File: config.mk
export PLATFORM = sky130hd
export DESIGN_NAME = show_scheduler
export DESIGN_NICKNAME = d
export VERILOG_FILES = /design/src/rtl/show_scheduler.sv
export SDC_FILE = /design/constraint.sdc
export NUM_CORES = 1
export LEC_CHECK = 0
export ABC_CLOCK_PERIOD_IN_PS = 5600
export CAP_MARGIN = 30
export CELL_PAD_IN_SITES_DETAIL_PLACEMENT = 1
export CELL_PAD_IN_SITES_GLOBAL_PLACEMENT = 2
export CORE_MARGIN = 3
export CORE_UTILIZATION = 36
export DETAILED_ROUTE_END_ITERATION = 10
export PLACE_DENSITY_LB_ADDON = 0.2
export SKIP_CTS_REPAIR_TIMING = 1
export SLEW_MARGIN = 40
export SYNTH_ARGS = -nofsm -noshare
export SYNTH_HDL_FRONTEND = slang
export SYNTH_SLANG_ARGS = --single-unit
File: constraint.sdc
create_clock -name clk -period 5.6 [get_ports clk]
set_input_delay 0.56 -clock clk [delete_from_list [all_inputs] [get_ports clk]]
set_output_delay 0.56 -clock clk [all_outputs]
set_load 0.005 [all_outputs]
File: src/rtl/show_scheduler.sv
// Show scheduler: walks a programmable playlist, launches one pattern generator at a time
// and forwards its lights to the drivers, with a blackout gap between patterns.
module show_scheduler #(
    parameter int NUM_PAT     = 4,
    parameter int PL_DEPTH    = 8,
    parameter int CLKS_PER_MS = 50000,
    parameter int GAP_MS      = 500,
    parameter int TIMEOUT_MS  = 600000
) (
    input  logic                         clk,
    input  logic                         rst_n,
    input  logic                         run,
    input  logic                         pl_we,
    input  logic [2:0]                   pl_addr,
    input  logic [$clog2(NUM_PAT)-1:0]   pl_data,
    input  logic [3:0]                   pl_len,
    output logic [NUM_PAT-1:0]           pat_go,
    input  logic [NUM_PAT-1:0]           pat_finished,
    input  logic [8*NUM_PAT-1:0]         pat_lights,
    output logic [7:0]                   lights,
    output logic [$clog2(NUM_PAT)-1:0]   cur_pat,
    output logic                         busy,
    output logic                         timeout_err
);
    localparam int PW = $clog2(NUM_PAT);
    localparam int TW = (CLKS_PER_MS > 1) ? $clog2(CLKS_PER_MS) : 1;
    localparam logic [TW-1:0] TICK_LAST = TW'(CLKS_PER_MS - 1);
    localparam logic [19:0]   GAP_END   = 20'(GAP_MS);
    localparam logic [19:0]   TO_END    = 20'(TIMEOUT_MS);

    localparam logic [1:0] S_IDLE   = 2'd0;
    localparam logic [1:0] S_LAUNCH = 2'd1;
    localparam logic [1:0] S_PLAY   = 2'd2;
    localparam logic [1:0] S_GAP    = 2'd3;

    logic [1:0]    state, state_d;
    logic [2:0]    idx, idx_d, idx_adv;
    logic [PW-1:0] entry [PL_DEPTH];
    logic [TW-1:0] tick_cnt;
    logic [19:0]   ms_cnt;
    logic          ms_tick;
    logic [7:0]    sel_lights, lights_d;
    logic          sel_fin;
    logic [3:0]    eff_len, idx_inc;
    logic          to_set, cnt_clr;

    assign ms_tick = (tick_cnt == TICK_LAST);
    assign busy    = (state != S_IDLE);

    // Indices with no attached generator select dark lights and never finish.
    always_comb begin
        sel_lights = '0;
        sel_fin    = 1'b0;
        for (int k = 0; k < NUM_PAT; k++) begin
            if (cur_pat == PW'(k)) begin
                sel_lights = pat_lights[8*k +: 8];
                sel_fin    = pat_finished[k];
            end
        end
    end

    // Go is decoded purely from registers so it cannot glitch with inputs.
    always_comb begin
        pat_go = '0;
        for (int k = 0; k < NUM_PAT; k++) begin
            pat_go[k] = (state == S_LAUNCH) && (entry[idx] == PW'(k));
        end
    end

    always_comb begin
        eff_len = (pl_len > 4'(PL_DEPTH)) ? 4'(PL_DEPTH) : pl_len;
        idx_inc = {1'b0, idx} + 4'd1;
        idx_adv = (idx_inc >= eff_len) ? 3'd0 : idx_inc[2:0];
    end

    always_comb begin
        state_d  = state;
        idx_d    = idx;
        lights_d = '0;
        to_set   = 1'b0;
        case (state)
            S_IDLE: begin
                if (run && pl_len != 4'd0) state_d = S_LAUNCH;
            end
            S_LAUNCH: state_d = S_PLAY;
            S_PLAY: begin
                if (!run) begin
                    state_d = S_IDLE;
                    idx_d   = 3'd0;
                end else if (sel_fin) begin
                    state_d = S_GAP;
                    idx_d   = idx_adv;
                end else if (ms_cnt == TO_END) begin
                    state_d = S_GAP;
                    idx_d   = idx_adv;
                    to_set  = 1'b1;
                end else begin
                    lights_d = sel_lights;
                end
            end
            S_GAP: begin
                if (ms_cnt == GAP_END) begin
                    if (run && pl_len != 4'd0) begin
                        state_d = S_LAUNCH;
                    end else begin
                        state_d = S_IDLE;
                        idx_d   = 3'd0;
                    end
                end
            end
            default: state_d = S_IDLE;
        endcase
        cnt_clr = (state_d != state) && (state_d == S_LAUNCH || state_d == S_GAP);
    end

    always_ff @(posedge clk or negedge rst_n) begin
        if (!rst_n) begin
            state       <= S_IDLE;
            idx         <= 3'd0;
            lights      <= '0;
            cur_pat     <= '0;
            timeout_err <= 1'b0;
            tick_cnt    <= '0;
            ms_cnt      <= '0;
            for (int i = 0; i < PL_DEPTH; i++) entry[i] <= '0;
        end else begin
            state  <= state_d;
            idx    <= idx_d;
            lights <= lights_d;
            if (to_set) timeout_err <= 1'b1;
            if (state == S_LAUNCH) cur_pat <= entry[idx];
            if (pl_we) entry[pl_addr] <= pl_data;
            if (cnt_clr) begin
                tick_cnt <= '0;
                ms_cnt   <= '0;
            end else begin
                tick_cnt <= ms_tick ? '0 : tick_cnt + 1'b1;
                if (ms_tick) ms_cnt <= ms_cnt + 20'd1;
            end
        end
    end
endmodule

==> results.sh <==
export IMPL_syn_nets=389
export IMPL_core_area_um2=9500
export IMPL_numPortBuffers=64
export IMPL_final_hold_viol_count=0
export IMPL_route_detailed_drc=0
export IMPL_clock_latency_ns=0.34
export IMPL_numCtsBuffers=9
export IMPL_start_util_pct=38.0
export IMPL_status="finished clean"
export IMPL_max_slew_margin_pct=47.7
export IMPL_fp_dieH_um=106
export IMPL_setup_tns_final_ns=0
export IMPL_worst_slew_pin_transition_ns=0.785
export IMPL_path_max_fanout=9
export IMPL_wl_met3_um=239
export IMPL_antenna_left=0
export IMPL_gp_congestion=0.750
export IMPL_antenna_found_initial=0
export IMPL_cts_path_max_buffers=2
export IMPL_stdcell_area_um2=4580
export IMPL_fin_nets=456
export IMPL_dr_wl_met2_um=4480
export IMPL_avgViaCountPerCell=5.16
export IMPL_powerDensity_nw_per_um2=333
export IMPL_filler_cell_count=1081
export IMPL_synth_cell_type_count=42
export IMPL_rsz0062_at_grt="no"
export IMPL_p_leak_nw=1.95
export IMPL_utilization_pct=48.2
export IMPL_track_usage_pct=17.1
export IMPL_arrival_ns=2.63
export IMPL_final_cell_mix="dfrtp_1, clkdlybuf4s50_1, nor2_1"
export IMPL_drive_above_1_share_pct=12.9
export IMPL_firstDrtPassIters=4
export IMPL_grt_overflow_total=0
export IMPL_dieArea_um2=11300
export IMPL_grt_first_pass_wirelength_um=15400
export IMPL_synthCells=332
export IMPL_clock_sinks=68
export IMPL_dr_max_layer_used="met4"
export IMPL_cts_root_buf="clkbuf_8"
export IMPL_ys_ff_latch=68
export IMPL_min_period_ns=3.19
export IMPL_routedWlPerCell_um=16.7
export IMPL_synth_area_um2=3610
export IMPL_synth_area_per_cell_um2=10.9
export IMPL_dieWidth_um=106
export IMPL_drt_iter0_drc=80
export IMPL_clkTransAtPathRegs_ns=0.08
export IMPL_skew_ns=0.00947
export IMPL_async_reset_ff_share_pct=100
export IMPL_syn2layout_area_growth_pct=26.8
export IMPL_grt_pass1_vias=3025
export IMPL_drv_cap=0
export IMPL_htreeDepth=3
export IMPL_ys_warn_count=0
export IMPL_final_common_cell="dfrtp_1"
export IMPL_synth_edf_count=0
export IMPL_min_period_over_period_pct=57.0
export IMPL_worstSetupPathType="reg -> out"
export IMPL_required_ns=5.04
export IMPL_ir_worst_vdd_v=0.000184
export IMPL_dpl_hpwl_um=6560
export IMPL_grt_max_degree=69
export IMPL_finalMaxSlewViolations=0
export IMPL_yosysSeqAreaShare_pct=47.1
export IMPL_crit_path_start_kind="register"
export IMPL_row_count=35
export IMPL_finalSetupViolations=0
export IMPL_ioPinCount=65
export IMPL_vias=2752
export IMPL_timing_fmax_mhz=313
export IMPL_end_kind="output port"
export IMPL_cts_tree="yes"
export IMPL_wl_met1_um=4070
export IMPL_drt_total_wl_um=8890
export IMPL_hold_ws_ns=0.297
export IMPL_dpl_cell_area_um2=4380
export IMPL_synth_main_ff_cell="dfrtp_1"
export IMPL_hold_path_class="in -> async"
export IMPL_antenna_cells=0
[metrics by stage]
| step | total power [W] | setup slack [ns] | std cells |
|---|---|---|---|
| after floorplan | 0.000957 | 3.29 | 332 |
| after global placement | 0.00111 | 2.59 | 517 |
| after detailed placement | 0.00113 | 2.50 | 517 |
| after CTS | 0.00156 | 2.35 | 533 |
| after global routing | 0.00164 | 2.25 | 533 |
| final | 0.00153 | 2.41 | 533 |
[area by class of cell]
class	instances	area (µm²)	share of cell area [%]
flip-flops and latches	68	1700	37.2
inverters	6	22.5	0.492
multi-input cells	249	1850	40.3
well taps	129	161	3.52
clock buffers	10	128	2.79
repair buffers	65	647	14.1
clock inverters	6	72.6	1.58
[critical path, cell delays in order (launching register included)]
cell and delay (ns):
dfrtp_1 0.62, mux4_2 0.57, mux2_2 0.28, nand2b_1 0.18, nor2_1 0.13, clkdlybuf4s50_1 0.52
[worst paths after layout]
check | start | endpoint | slack (ns) | cells past startpoint
max | idx[0] | pat_go[0] | 2.41 | 5
min reg2reg | timeout_err | timeout_err | 0.46 | 1
min in group clk | timeout_err | timeout_err | 0.46 | 1
max reg2reg | ms_cnt[13] | tick_cnt[9] | 2.52 | 6
min | rst_n | lights[7] | 0.30 | 2
max in group asynchronous | rst_n | ms_cnt[12] | 4.82 | 2
[synthesized netlist by cell type (all sizes together) (3+ instances only)]
| cell | n | share of area, % |
|---|---|---|
| ha | 8 | 2.8 |
| or3 | 4 | 0.69 |
| inv | 6 | 0.62 |
| nand3 | 13 | 1.8 |
| nand2b | 5 | 0.87 |
| or2 | 3 | 0.52 |
| dfrtp | 68 | 47 |
| clkbuf | 5 | 0.52 |
| mux4 | 13 | 8.1 |
| xnor2 | 12 | 2.9 |
| nor2 | 50 | 5.2 |
| buf | 4 | 0.62 |
| and3 | 9 | 1.6 |
| or4 | 3 | 0.62 |
| nor3 | 5 | 0.69 |
| mux2 | 17 | 5.3 |
| a21oi | 5 | 0.69 |
| nor2b | 11 | 1.9 |
| nand4 | 9 | 1.6 |
| nand2 | 23 | 2.4 |
| o21ai | 7 | 0.97 |
| xor2 | 21 | 5.1 |
| nand4b | 3 | 0.73 |
| and4 | 5 | 1.2 |
[metal layers]
metal	up-vias	track usage (%)
met4	0	4.44
met2	36	30.0
li1	1322	-
met1	1387	21.5
met5	-	0
met3	7	3.58
[cells by family (layout without fill, tap and decap cells)]
logic type | Yosys count | after routing | share of synthesized area (%)
XOR/XNOR | 33 | 33 | 8.00
buffers and inverters | 15 | 87 | 1.77
AO/OA/AOI/OAI | 23 | 23 | 4.47
flip-flops | 68 | 68 | 47.1
AND/OR/NAND/NOR | 154 | 154 | 22.2
adder cells (fa/ha/maj) | 8 | 8 | 2.77
multiplexers | 31 | 31 | 13.7
[where the power goes]
group / internal, W / switching, W
Clock: 0.000211 / 0.000204
Combinational: 0.000263 / 0.000189
Sequential: 0.000562 / 0.0000977
Total: 0.00104 / 0.000490
[registers in the layout, summed over array words and instances, names as in the netlist]
register	count
entry	16
tick_cnt	16
timeout_err	1
cur_pat	2
ms_cnt	20
idx	3
lights	8
state	2
No activity file was read; power rests on OpenSTA's default activity.
